**src/rtl/mem_port_arbiter_pkg.sv**
```systemverilog
// Shared definitions for the single-port memory arbiter and its requesters
// (fetch and load-store unit).
package mem_port_arbiter_pkg;

    localparam int XLEN = 32;
    localparam int BE_W = 4;

    typedef enum logic [1:0] {
        RSP_NONE = 2'd0,
        RSP_IF   = 2'd1,
        RSP_LS   = 2'd2
    } rsp_src_e;

endpackage

```
**src/rtl/mem_arb_starve_cnt.sv**
```systemverilog
// Fetch starvation counter: counts consecutive cycles fetch wants the port but
// loses it, and raises o_force once the count reaches STARVE_MAX.
module mem_arb_starve_cnt #(
    parameter int STARVE_MAX = 3
) (
    input  logic clk,
    input  logic reset,
    input  logic i_want,
    input  logic i_lose,
    input  logic i_win,
    output logic o_force
);

    localparam int CW = (STARVE_MAX > 0) ? $clog2(STARVE_MAX + 1) : 1;
    localparam logic [CW-1:0] CNT_MAX = CW'(STARVE_MAX);
    localparam logic [CW-1:0] CNT_ONE = CW'(1);

    logic [CW-1:0] r_cnt;

    // Saturating loss counter; any win or idle fetch cycle restarts it.
    always_ff @(posedge clk) begin
        if (reset) begin
            r_cnt <= '0;
        end else if (!i_want || i_win) begin
            r_cnt <= '0;
        end else if (i_lose && (r_cnt != CNT_MAX)) begin
            r_cnt <= r_cnt + CNT_ONE;
        end else begin
            r_cnt <= r_cnt;
        end
    end

    assign o_force = (r_cnt == CNT_MAX);

endmodule

```
**src/rtl/mem_port_arbiter.sv**
```systemverilog
// Arbitrates fetch and load-store requests onto one always-ready memory port
// and routes the one-cycle-latency read data back to the right requester.
module mem_port_arbiter #(
    parameter int STARVE_MAX = 3,
    parameter int XLEN       = mem_port_arbiter_pkg::XLEN
) (
    input  logic            clk,
    input  logic            reset,
    input  logic            if_req_v,
    input  logic [XLEN-1:0] if_req_addr,
    output logic            if_req_rdy,
    output logic            if_rsp_v,
    output logic [XLEN-1:0] if_rsp_data,
    input  logic            ls_req_v,
    input  logic            ls_req_we,
    input  logic [3:0]      ls_req_be,
    input  logic [XLEN-1:0] ls_req_addr,
    input  logic [XLEN-1:0] ls_req_wdata,
    output logic            ls_req_rdy,
    output logic            ls_rsp_v,
    output logic [XLEN-1:0] ls_rsp_data,
    input  logic            flush,
    output logic            mem_v,
    output logic            mem_we,
    output logic [3:0]      mem_be,
    output logic [XLEN-1:0] mem_addr,
    output logic [XLEN-1:0] mem_wdata,
    input  logic [XLEN-1:0] mem_rdata
);

    import mem_port_arbiter_pkg::*;

    logic     w_force;
    logic     w_if_gnt;
    logic     w_ls_gnt;
    logic     w_if_rsp;
    logic     w_ls_rsp;
    rsp_src_e r_rsp_src;
    rsp_src_e w_rsp_src_nxt;

    mem_arb_starve_cnt #(
        .STARVE_MAX (STARVE_MAX)
    ) u_starve (
        .clk     (clk),
        .reset   (reset),
        .i_want  (if_req_v),
        .i_lose  (if_req_v & ~w_if_gnt),
        .i_win   (w_if_gnt),
        .o_force (w_force)
    );

    // Grant selection: load-store first unless fetch has starved; flush blocks fetch only.
    always_comb begin
        w_if_gnt = 1'b0;
        w_ls_gnt = 1'b0;
        if (reset) begin
            w_if_gnt = 1'b0;
            w_ls_gnt = 1'b0;
        end else begin
            w_if_gnt = if_req_v & ~flush & (~ls_req_v | w_force);
            w_ls_gnt = ls_req_v & ~w_if_gnt;
        end
    end

    assign if_req_rdy = w_if_gnt;
    assign ls_req_rdy = w_ls_gnt;

    // Memory command mux of the granted requester.
    always_comb begin
        mem_v     = 1'b0;
        mem_we    = 1'b0;
        mem_be    = 4'h0;
        mem_addr  = '0;
        mem_wdata = '0;
        if (w_if_gnt) begin
            mem_v    = 1'b1;
            mem_be   = 4'hF;
            mem_addr = if_req_addr;
        end else if (w_ls_gnt) begin
            mem_v     = 1'b1;
            mem_we    = ls_req_we;
            mem_be    = ls_req_be;
            mem_addr  = ls_req_addr;
            mem_wdata = ls_req_wdata;
        end else begin
            mem_v = 1'b0;
        end
    end

    // Owner of next cycle's read data; stores return nothing.
    always_comb begin
        w_rsp_src_nxt = RSP_NONE;
        if (w_if_gnt) begin
            w_rsp_src_nxt = RSP_IF;
        end else if (w_ls_gnt && !ls_req_we) begin
            w_rsp_src_nxt = RSP_LS;
        end else begin
            w_rsp_src_nxt = RSP_NONE;
        end
    end

    // Response-source register.
    always_ff @(posedge clk) begin
        if (reset) begin
            r_rsp_src <= RSP_NONE;
        end else begin
            r_rsp_src <= w_rsp_src_nxt;
        end
    end

    // A flushed fetch return is simply dropped; reset also kills anything in flight.
    always_comb begin
        w_if_rsp = 1'b0;
        w_ls_rsp = 1'b0;
        if (reset) begin
            w_if_rsp = 1'b0;
            w_ls_rsp = 1'b0;
        end else begin
            w_if_rsp = (r_rsp_src == RSP_IF) & ~flush;
            w_ls_rsp = (r_rsp_src == RSP_LS);
        end
    end

    assign if_rsp_v    = w_if_rsp;
    assign ls_rsp_v    = w_ls_rsp;
    assign if_rsp_data = w_if_rsp ? mem_rdata : '0;
    assign ls_rsp_data = w_ls_rsp ? mem_rdata : '0;

endmodule

```
**config.mk**
```make
export PLATFORM = sky130hd
export DESIGN_NAME = mem_port_arbiter
export DESIGN_NICKNAME = d
export VERILOG_FILES = /design/src/rtl/mem_port_arbiter_pkg.sv /design/src/rtl/mem_arb_starve_cnt.sv /design/src/rtl/mem_port_arbiter.sv
export SDC_FILE = /design/constraint.sdc
export NUM_CORES = 1
export LEC_CHECK = 0
export ABC_AREA = 1
export BUFFER_PORTS_ARGS = -buffer_cell sky130_fd_sc_hd__buf_2
export CELL_PAD_IN_SITES_DETAIL_PLACEMENT = 2
export CELL_PAD_IN_SITES_GLOBAL_PLACEMENT = 2
export CORE_MARGIN = 2
export CORE_UTILIZATION = 10
export CTS_CLUSTER_DIAMETER = 120
export DETAILED_ROUTE_END_ITERATION = 7
export PLACE_DENSITY_LB_ADDON = 0.15
export SLEW_MARGIN = 20
export SYNTH_ARGS = -nofsm -noshare
export SYNTH_HDL_FRONTEND = slang
export SYNTH_SLANG_ARGS = --single-unit
export TNS_END_PERCENT = 5
```
**constraint.sdc**
```tcl
create_clock -name clk -period 1.51 [get_ports clk]
set_clock_uncertainty 0.2 [all_clocks]
set_input_delay 0.0755 -clock clk [delete_from_list [all_inputs] [get_ports clk]]
set_output_delay 0.0755 -clock clk [all_outputs]
set_load 0.05 [all_outputs]
```
# == Word-level counts from Yosys, hierarchy flattened ==
# Index checks and enable logic that the tools add are counted.
# word_totals
in_bits,138
reg_bits,4
out_inout_bits,138
wordCells,43
# op_classes
reduce_logical,7
n_eq_ne,4
bitwise,10
mux,18
addsub,1
# ops
operator,count
32-bit 2-to-1 mux,6
1-bit 2-to-1 mux,9
4-bit 2-to-1 mux,2
1-bit bitwise AND,5
"2-bit == test, second input constant",2
1-bit NOT,4
2-bit OR reduction,2
"2-bit by 1-bit adder with 2-bit output, second input constant",1
"2-bit by 1-bit == test with 1-bit output, second input constant",1
1-bit logical AND,2
1-bit logical NOT,2
2-bit 2-to-1 mux,1
"2-bit inequality test, second input constant",1
1-bit logical OR,1
1-bit bitwise OR,1

# == Longest topological paths before layout ==
# Gate-level depths: netlist of the first run.
# logic_depth
ltp_word,9
depth_mapped,9
mapped_depth_nobuf,8

# == Hierarchy ==
# From an unflattened synthesis of the first run, not the netlist that was laid out.
# hier_totals
hier_cells,335
hier_area_um2,1639.1
# modules_own_cells
mod,cells_each,area_each_um2,instances
mem_port_arbiter,317,1524.0,1
mem_arb_starve_cnt,18,115.1,1

# == Least setup slack after synthesis of the first run ==
# Ideal clock, no wire load.
# synth_path
path_kind,flip-flop to output port
startpoint,register r_rsp_src[1]
endpoint,output port ls_rsp_data[10]
required_ns,1.234
setup_slack_ns,-1.335
path_stages_with_launch,6
arrival_time_ns,2.569
cell_sequence,dfxtp_1 inv_1 nor3_1 inv_1 buf_2 nor2_1
# synth_between
elab_chain_len,3
# synth_rtl
item,line,text
from (decl),mem_port_arbiter.sv:38,rsp_src_e r_rsp_src;
from (signal assigned),mem_port_arbiter.sv:107,r_rsp_src <= w_rsp_src_nxt;
2-bit == test,mem_port_arbiter.sv:120,w_ls_rsp = (r_rsp_src == RSP_LS);
1-bit 2-to-1 mux,mem_port_arbiter.sv:115,if (reset) begin
via ls_rsp_v,mem_port_arbiter.sv:20,"output logic ls_rsp_v,"
32-bit 2-to-1 mux,mem_port_arbiter.sv:127,assign ls_rsp_data = w_ls_rsp ? mem_rdata : '0;
to (decl),mem_port_arbiter.sv:21,"output logic [XLEN-1:0] ls_rsp_data,"
# The timed path passes the listed nets, and every way through them passes these cells.

# == Worst setup path in the final report of the first run ==
# layout_path
startpoint,register u_starve.r_cnt[1]
endpoint,output port mem_addr[22]
# layout_between
elab_chain_len,8
elab_cells_between_ends,9
# layout_rtl
item,line,text
from (decl),mem_arb_starve_cnt.sv:18,logic [CW-1:0] r_cnt;
from (signal assigned),mem_arb_starve_cnt.sv:27,r_cnt <= r_cnt + CNT_ONE;
from (signal assigned),mem_arb_starve_cnt.sv:29,r_cnt <= r_cnt;
2-bit == test *,mem_arb_starve_cnt.sv:33,assign o_force = (r_cnt == CNT_MAX);
1-bit bitwise OR *,mem_port_arbiter.sv:60,w_if_gnt = if_req_v & ~flush & (~ls_req_v | w_force);
1-bit bitwise AND *,mem_port_arbiter.sv:60,
1-bit NOT,mem_port_arbiter.sv:61,w_ls_gnt = ls_req_v & ~w_if_gnt;
1-bit bitwise AND,mem_port_arbiter.sv:61,
1-bit 2-to-1 mux,mem_port_arbiter.sv:56,if (reset) begin
32-bit 2-to-1 mux,mem_port_arbiter.sv:79,end else if (w_ls_gnt) begin
32-bit 2-to-1 mux *,mem_port_arbiter.sv:75,if (w_if_gnt) begin
to (decl),mem_port_arbiter.sv:26,"output logic [XLEN-1:0] mem_addr,"
# Mark *: on every way between the ends. The rest lies on a longest branch, timed or not.

==> results of run 1 <==
cells in the mapped netlist:
cell,count,share of area
xor2_1,1,0.0064
a21oi_1,1,0.0036
inv_1,71,0.19
nand2_2,11,0.050
inv_6,1,0.0064
ha_1,1,0.0091
nand4_1,1,0.0045
buf_2,9,0.033
nor2_1,100,0.27
and3_1,1,0.0045
dfxtp_1,4,0.058
nand2_1,97,0.26
buf_6,2,0.016
buf_8,1,0.011
nand3_4,2,0.025
buf_4,3,0.016
nor2_4,1,0.0082
inv_2,2,0.0055
nor3_1,1,0.0036
nand3_1,2,0.0073
power breakdown:
part | internal (mW) | switching, mW
clock | 0.339 | 0.0766
sequential | 0.110 | 0.00387
combinational | 0.581 | 0.852
total | 1.03 | 0.932
metal layers:
metal,up-vias,wire length [microns]
met2,150,6890
met3,6,1080
met4,0,104
li1,1449,-
met5,-,0
met1,1398,3510
layout by cell type, fill, tap and decap left out, drive strengths merged:
cell type	count
buf	303
clkbuf	4
nor3	1
dfxtp	4
nand4	1
nor2	101
ha	1
xor2	1
nand2	108
dlygate4sd3	1
and3	1
a21oi	1
nand3	4
clkinv	1
inv	73
state kept, by name, summed over array words and instances (netlist names):
register	cells
r_rsp_src	2
u_starve.r_cnt	2
final cells by class:
type,instances,area share
repair buffers,305,0.537
multi-input cells,219,0.337
inverters,74,0.0567
well taps,176,0.0398
flip-flops and latches,4,0.0158
clock buffers,3,0.0136
path summary, 6_finish.rpt:
kind,startpoint,to,depth (start not counted)
worst max-delay path,u_starve.r_cnt[1],mem_addr[22],11
worst min-delay path,if_req_v,u_starve.r_cnt[1],4
worst max register to register,u_starve.r_cnt[1],u_starve.r_cnt[1],9
worst min register to register,u_starve.r_cnt[0],u_starve.r_cnt[0],2
worst max-delay path, cell delays in order (launching register included):
cell and delay [ns]:
dfxtp_4 0.34, ha_4 0.16, inv_4 0.06, nand2_4 0.05, nand2_4 0.07, nand3_4 0.09, buf_12 0.16, clkinv_16 0.07
buf_16 0.13, nand2_2 0.06, nand2_2 0.08, buf_8 0.15
logic make-up after synthesis:
logic type	Yosys count
buffers and inverters	89
xor gates and xnor gates	1
AOI/OAI and AO/OA	1
DFF	4
and+or+nand+nor	216
adders and majority gates	1
what timing repair did:
item / 4_1_cts / 5_1_grt
setup buffers: 5 / 0
hold buffers: 1 / 0
gates cloned: 2 / 1
hold endpoints to repair: 1 / 0
resized for setup: 328 / 68
setup endpoints to repair: 137 / 139
pin swaps: 9 / 11
==> results.ini, run 1 <==
[status]
status=complete, but fails checks
violations=setup timing

[global_route]
grt-busiest-layer=met2
grt_start_max_net_pins=23
grt_use_total=0.151
grt_antenna_before_repair=0
grt_pass1_wl_microns=17500
grtUsageMet3=0.0517
grt_pass1_vias=3413
grt_use_met1=0.140
use_met2=0.320
overflow=0

[cts]
cts_made_buffers=3
cts-root-buf=clkbuf_16
htreeDepth=1
path_clk_slew_ns=0.03
cts_tree=done
cts_sinks=4
clk_latency_ns=0.22
clockBufferDepth=2

[finish]
areaGrowthSynthToFinish_pct=302
num_antenna_cells=0
seq_area_sq_um=87.6
n_fill_cell=1484
utilization=0.415
drive_gt1_frac=0.793
fin_cells=781
multiInputGateArea_sq_um=1870
design_area_sq_um=5540
layout.nets=746

[die]
num_rows=42
boundaryPins=276
core_sq_um=13300
die_area_sq_um=14700
die_h_microns=121
start_util=0.103
die_width_microns=121

[drt]
drtAntennaViolNets=0
vias_per_cell=3.85
totalWireLength_microns=11600
dr_total_vias=3003
dr.pass1.iters=2
wl_per_cell_microns=14.8
drc_errors=0
drt_iter0_markers=45

[logic_synthesis]
synthDistinctLibCells=20
synth_top_family_by_area=simple AND/OR/NAND/NOR gates
ys_warn_count=0
avgSynthCellArea_sq_um=4.41
synth-simple-area-share=0.641
synth_seq_cells=4
synth.yosys.seq_area_share=0.0582
syn-cell-area_sq_um=1380
synthAdderAreaFrac=0.00909
synthMuxAreaShare=0
synthXorXnorAreaFrac=0.00636
synth_compound_area_frac=0.00364
synthesis.nets=451
synth_cells=312

[placement]
hpwl_microns=9520
place_area_sq_um=4020
place_inst=769
port_buffers=275
gp_congestion=0.730
post-place-ws_ns=-0.344

[run]
max-cap-violations=0

[sta]
setup_slack_ns=-0.409
final-hold-violation-count=0
worst_pin_slew_ns=0.271
period_minus_slack_ns=1.92
finalSetupViolations=137
maxSlewViolCount=0
finalSetupTns_ns=-29.38
grt_setup_unrepaired=yes
period_share=1.27
slew_headroom=0.819
max_freq_mhz=521
timing.hold.ws_ns=0.100

[setup_path]
required_ns=1.23
critPathLaunchType=flop
rrSetupSlack_ns=-0.04
critPathCaptureType=output pin
worstSetupPathType=reg2out
critical_path_arrival_ns=1.64
critPathMaxFanout=8

[pwr]
power_mw=1.96
total_leakage_power_nw=2.82
powerDensity_nw_per_um2=354
irDropWorstVdd_v=0.000226

[min_path]
hp-class=in2reg

No activity file was read; power rests on OpenSTA's default activity.
==> inputs of run 2 (changes only) <==
SETUP_SLACK_MARGIN = 0.15   (was not set)
==> run 2 against run 1 <==
Against the previous run:
- the flow still finishes with violations (setup timing)
- sequential power about the same
- sequential share of layout area about the same
- via count is 0.60% higher
- total power up 0.58%
- routed wire length up 1.4%
- die area unchanged
==> results.ini, run 2 (same netlist as run 1, synthesis figures left out) <==
[setup_path]
critPathCaptureType=output pin  ; unchanged
slowest_delay_ns=0.34  ; about the same
required_ns=1.23  ; about the same
worstSetupPathType=reg2out  ; unchanged
critPathLaunchType=flop  ; unchanged
critPathMaxFanout=8  ; unchanged
crit_path_top_delay_cell=dfxtp_4  ; unchanged
critical_path_arrival_ns=1.66  ; was 1.64 ns
worstPathCellList=ha_4 > inv_4 > nand2_4 > nand2_4 > nand3_4 > buf_12 > clkinv_16 > buf_12 > nand2_1 > nand2_2 > buf_8  ; was ha_4 > inv_4 > nand2_4 > nand2_4 > nand3_4 > buf_12 > clkinv_16 > buf_16 > nand2_2 > nand2_2 > buf_8

[drt]
drtAntennaViolNets=0  ; unchanged
vias_per_cell=3.87  ; was 3.85
wl_per_cell_microns=15.0  ; was 14.8 microns
dr_total_vias=3021  ; was 3003
totalWireLength_microns=11700  ; was 11600 microns
drt_iter0_markers=59  ; was 45
dr.pass1.iters=4  ; was 2
drc_errors=0  ; unchanged

[finish]
mostFrequentLayoutCells=138 x buf_2, 91 x nor2_4, 73 x buf_6  ; was 138 x buf_2, 91 x nor2_4, 72 x buf_6
design_area_sq_um=5570  ; was 5540 sq um
layout_commonest_cell=buf_2  ; unchanged
utilization=0.418  ; was 0.415
n_fill_cell=1488  ; was 1484
fin_cells=781  ; unchanged
num_antenna_cells=0  ; unchanged
layout.nets=746  ; unchanged
areaGrowthSynthToFinish_pct=305  ; was 302%
drive_gt1_frac=0.793  ; unchanged
top_regs=r_rsp_src: 2 flops, u_starve.r_cnt: 2 flops  ; unchanged

[sta]
max_freq_mhz=515  ; was 521 MHz
slew_headroom=0.818  ; was 0.819
maxSlewViolCount=0  ; unchanged
grt_setup_unrepaired=yes  ; unchanged
period_minus_slack_ns=1.94  ; was 1.92 ns
final-hold-violation-count=0  ; unchanged
finalSetupTns_ns=-29.36  ; was -29.38 ns
finalSetupViolations=137  ; unchanged
timing.hold.ws_ns=0.102  ; was 0.100 ns
setup_slack_ns=-0.430  ; was -0.409 ns
worst_pin_slew_ns=0.272  ; was 0.271 ns
period_share=1.28  ; was 1.27

[status]
status=complete, but fails checks  ; unchanged
violations=setup timing  ; unchanged

[cts]
htreeDepth=1  ; unchanged
clockBufferDepth=2  ; unchanged
cts_sinks=4  ; unchanged
path_clk_slew_ns=0.03  ; about the same
cts-root-buf=clkbuf_16  ; unchanged
clk_latency_ns=0.22  ; about the same
cts_tree=done  ; unchanged
cts_made_buffers=3  ; unchanged

[pwr]
irDropWorstVdd_v=0.000226  ; about the same
total_leakage_power_nw=2.85  ; was 2.82 nW
powerDensity_nw_per_um2=354  ; about the same
swShare=0.476  ; was 0.475
internal_power_mw=1.03  ; about the same
pwr-share-comb=0.732  ; was 0.730
pwr-share-seq=0.058  ; about the same
clkPwrFrac=0.210  ; was 0.212
netSwitchingPower_mw=0.939  ; was 0.932 mW

[placement]
place_area_sq_um=4020  ; unchanged
port_buffers=275  ; unchanged
place_inst=769  ; unchanged
gp_congestion=0.730  ; unchanged
hpwl_microns=9520  ; unchanged

[die]
boundaryPins=276  ; unchanged
core_sq_um=13300  ; unchanged
start_util=0.103  ; unchanged
die_area_sq_um=14700  ; unchanged
die_width_microns=121  ; unchanged
num_rows=42  ; unchanged
die_h_microns=121  ; unchanged

[global_route]
grt_use_total=0.152  ; was 0.151
grt_pass1_vias=3410  ; was 3413
grt_antenna_before_repair=0  ; unchanged
overflow=0  ; unchanged
grt_start_max_net_pins=23  ; unchanged
grt_pass1_wl_microns=17700  ; was 17500 microns

[run]
max-cap-violations=0  ; unchanged

[min_path]
hp-class=in2reg  ; unchanged

[run 2: changes by cell type in the layout (fill, tap and decap cells not counted)]
| cell | delta |
|---|---|
| buf_4 | -1 |
| buf_6 | +1 |
| nand2_2 | -7 |
| nand2_4 | +7 |
[run 2: worst paths after layout]
kind                                         from           endpoint  slack, ns  cells past startpoint
worst max-delay path            u_starve.r_cnt[1]       mem_addr[24]      -0.43                     11
worst min-delay path                     if_req_v  u_starve.r_cnt[1]       0.10                      4
worst max register to register  u_starve.r_cnt[1]  u_starve.r_cnt[1]      -0.04                      9
worst min register to register  u_starve.r_cnt[0]  u_starve.r_cnt[0]       0.39                      2
[run 2: power by group through the flow]
stage / clock network, mW / logic, mW / registers [mW]
floorplan: 0 / 0.744 / 0.114
finish: 0.415 / 1.44 / 0.114
global placement: 0 / 1.10 / 0.115
detailed placement: 0 / 1.12 / 0.115
global route: 0.441 / 1.52 / 0.114
CTS: 0.430 / 1.38 / 0.115
[run 2: stage by stage]
stage	worst slack [ns]	total power, mW
after floorplan	-0.267	0.858
after CTS	-0.433	1.93
after global routing	-0.505	2.08
after global placement	-0.282	1.21
after detailed placement	-0.344	1.24
final	-0.430	1.97
[run 2: layer usage]
layer	share of wire	track usage
met1	0.30	0.143
met2	0.60	0.322
met3	0.091	0.0512
met4	0.0083	0.0129
met5	0	0
[run 2: cell type report]
class	count	area (sq um)	share of cell area
clock buffers	3	75.1	0.0135
inverters	74	314	0.0563
flip-flops and latches	4	87.6	0.0157
multi-input cells	219	1900	0.341
repair buffers	305	2970	0.534
well taps	176	220	0.0395
[run 2: what timing repair did]
item,CTS,global route
gates cloned,2,1
endpoints found under the setup margin,141,141
pin swaps,9,11
hold buffers,1,0
resized for setup,332,72
setup buffers,5,0
hold endpoints to repair,1,0
[run 2: critical path, delay by kind of cell (launching register included)]
kind	cells	cell delay, ns
adders and majority gates	1	0.16
buffers and inverters	5	0.56
DFF	1	0.34
and+or+nand+nor	5	0.37
==> inputs of run 3 (changes only) <==
ABC_AREA = not set   (was 1)
==> run 3 against run 2 <==
Against the previous run:
- synthesized cell count shrank 46%
- the run still ends with setup timing left
- routed wire length shrank 15%
- maximum frequency grew 0.20%
==> results.ini, run 3 <==
[status]
status=complete, but fails checks  ; unchanged
violations=setup timing  ; unchanged

[sta]
finalSetupTns_ns=-31.79  ; was -29.36 ns
timing.hold.ws_ns=0.0325  ; was 0.102 ns
final-hold-violation-count=0  ; unchanged
grt_setup_unrepaired=yes  ; unchanged
max_freq_mhz=516  ; was 515 MHz
setup_slack_ns=-0.426  ; was -0.430 ns
worst_pin_slew_ns=0.267  ; was 0.272 ns
maxSlewViolCount=0  ; unchanged
period_minus_slack_ns=1.94  ; about the same
slew_headroom=0.821  ; was 0.818
period_share=1.28  ; about the same
finalSetupViolations=137  ; unchanged

[finish]
num_antenna_cells=0  ; unchanged
top_regs=r_rsp_src: 2 flops, u_starve.r_cnt: 2 flops  ; unchanged
fin_cells=599  ; was 781
layout.nets=593  ; was 746
mostFrequentLayoutCells=137 x buf_2, 103 x buf_6, 39 x and2_1  ; was 138 x buf_2, 91 x nor2_4, 73 x buf_6
layout_commonest_cell=buf_2  ; unchanged
drive_gt1_frac=0.898  ; was 0.793
areaGrowthSynthToFinish_pct=274  ; was 305%

[cts]
cts_made_buffers=3  ; unchanged
cts-root-buf=clkbuf_16  ; unchanged
clockBufferDepth=2  ; unchanged
cts_sinks=4  ; unchanged
cts_tree=done  ; unchanged
htreeDepth=1  ; unchanged
clk_latency_ns=0.23  ; was 0.22 ns
path_clk_slew_ns=0.03  ; about the same

[die]
die_h_microns=115  ; was 121 microns
num_rows=40  ; was 42
boundaryPins=276  ; unchanged
start_util=0.102  ; was 0.103
die_width_microns=115  ; was 121 microns
die_area_sq_um=13100  ; was 14700 sq um
core_sq_um=12000  ; was 13300 sq um

[logic_synthesis]
synth.yosys.seq_area_share=0.0656  ; was 0.0582
synth_seq_cells=4  ; unchanged
avgSynthCellArea_sq_um=7.18  ; was 4.41 sq um
syn-cell-area_sq_um=1220  ; was 1380 sq um
ys_async_sr_fraction=0  ; unchanged
synth-main-ff-cell=dfxtp_1  ; unchanged
yosys.area.top_type_share=0.497  ; was 0.273
synth_top_cell_by_area=and2_1  ; was nor2_1
synth_cells=170  ; was 312
synth_commonest_cells=97 x and2_1, 32 x a22o_1, 9 x buf_2, 5 x clkbuf_1  ; was 100 x nor2_1, 97 x nand2_1, 71 x inv_1, 11 x nand2_2, 9 x buf_2
yosys-top-cells-area=and2_1 50%, a22o_1 23%, dfxtp_1 6.6%, buf_2 3.7%, a21o_1 2.5%  ; was nor2_1 27%, nand2_1 26%, inv_1 19%, dfxtp_1 5.8%, nand2_2 5.0%
yosysMostFrequentCell=and2_1  ; was nor2_1
synth_edf_count=0  ; unchanged
synthDistinctLibCells=21  ; was 20
synthesis.nets=309  ; was 451
ys_warn_count=0  ; unchanged

[global_route]
overflow=0  ; unchanged
grt_pass1_wl_microns=14700  ; was 17700 microns
grt_start_max_net_pins=40  ; was 23
grt_antenna_before_repair=0  ; unchanged
grt_use_total=0.143  ; was 0.152
grt_pass1_vias=2742  ; was 3410

[setup_path]
critical_path_arrival_ns=1.66  ; about the same
worstSetupPathType=reg2out  ; unchanged
worstPathCellList=ha_4 > nand2_2 > o21a_4 > buf_12 > buf_12 > a22o_4 > buf_6  ; was ha_4 > inv_4 > nand2_4 > nand2_4 > nand3_4 > buf_12 > clkinv_16 > buf_12 > nand2_1 > nand2_2 > buf_8
critPathTopFamily=buffers and inverters  ; unchanged
critPathCaptureType=output pin  ; unchanged
critPathMaxFanout=9  ; was 8
required_ns=1.23  ; about the same
slowest_delay_ns=0.34  ; about the same
crit_top_cell=buf_12
crit_path_top_delay_cell=dfxtp_2  ; was dfxtp_4
critPathLaunchType=flop  ; unchanged
crit_buf_inv=3  ; was 5

[drt]
drt_iter0_markers=25  ; was 59
drc_errors=0  ; unchanged
dr_total_vias=2421  ; was 3021
totalWireLength_microns=10000  ; was 11700 microns
vias_per_cell=4.04  ; was 3.87
dr.pass1.iters=4  ; unchanged
wl_per_cell_microns=16.7  ; was 15.0 microns
drtAntennaViolNets=0  ; unchanged

[placement]
hpwl_microns=7930  ; was 9520 microns
port_buffers=275  ; unchanged
gp_congestion=0.705  ; was 0.730
post-place-ws_ns=-0.276  ; was -0.344 ns
place_inst=591  ; was 769

[pwr]
irDropWorstVdd_v=0.000260  ; was 0.000226 V
power_mw=1.78  ; was 1.97 mW
total_leakage_power_nw=2.39  ; was 2.85 nW
powerDensity_nw_per_um2=389  ; was 354 nW/um^2

[min_path]
hp-class=in2reg  ; unchanged

[run]
max-cap-violations=0  ; unchanged

## run 3: changes by cell type after synthesis, sizes merged, moves of 3 or more
cell,delta
buf,-3
inv,-74
nand2,-107
a22o,+32
nand3,-4
nor3,+3
nor2,-101
a21o,+4
and2,+97
nor2b,+3
clkbuf,+5
## run 3: layout make-up
cell class | count | area, sq um
Timing Repair Buffer | 296 | 2680
Clock buffer | 3 | 75.1
Fill cell | 1317 | 7400
Sequential cell | 4 | 85.1
Multi-Input combinational cell | 149 | 1540
Tap cell | 147 | 184
## run 3: stage by stage
stage | utilization | cell area, sq um
finish | 0.381 | 4560
global route | 0.381 | 4560
CTS | 0.372 | 4440
detailed placement | 0.285 | 3410
global placement | 0.285 | 3410
floorplan | - | 1670
## run 3: what timing repair did
item                       4_1_cts  5_1_grt
resized for setup              280       43
pin swaps                        8       14
setup endpoints to repair      141      141
setup buffers                    1        0
cloned                           2        0
hold endpoints to repair         2        0
hold buffers                     2        0
## run 3: path summary, 6_finish.rpt
| check | startpoint | end | slack, ns | cells after the start |
|---|---|---|---|---|
| setup / recovery | u_starve.r_cnt[1] | mem_addr[8] | -0.43 | 7 |
| hold / removal | ls_req_v | r_rsp_src[0] | 0.03 | 3 |
| setup reg to reg | u_starve.r_cnt[1] | r_rsp_src[1] | 0.02 | 5 |
| hold reg to reg | u_starve.r_cnt[1] | u_starve.r_cnt[1] | 0.37 | 2 |
## run 3: logic make-up after synthesis
family	after synthesis	synth area share
AND/OR/NAND/NOR	109	0.571
buffers and inverters	17	0.0768
multiplexers	1	0.00820
AO/OA/AOI/OAI	37	0.261
flip-flops	4	0.0656
adder cells (fa/ha/maj)	1	0.0102
XOR/XNOR	1	0.00717
## run 3: power by group
part           leakage [nW]  total [mW]  switching [mW]  internal (mW)
registers            0.0344       0.117         0.00446          0.112
clock network        0.0370       0.416          0.0773          0.338
logic                  2.32        1.24           0.670          0.573
total                  2.39        1.78           0.752           1.02
## run 3: worst min-delay path: cells and delay by family
family	cells	cell delay, ns
buf+inv	1	0.10
simple gates	2	0.24
## run 3: routing by layer
metal  GRT usage  share of wire  up-vias  routed length (microns)
met3      0.0508           0.11        9                     1110
met1       0.137           0.32     1105                     3230
met5           0              0        -                        0
met4      0.0333          0.013        0                      130
met2       0.287           0.55      166                     5540
li1            -              -     1141                        -
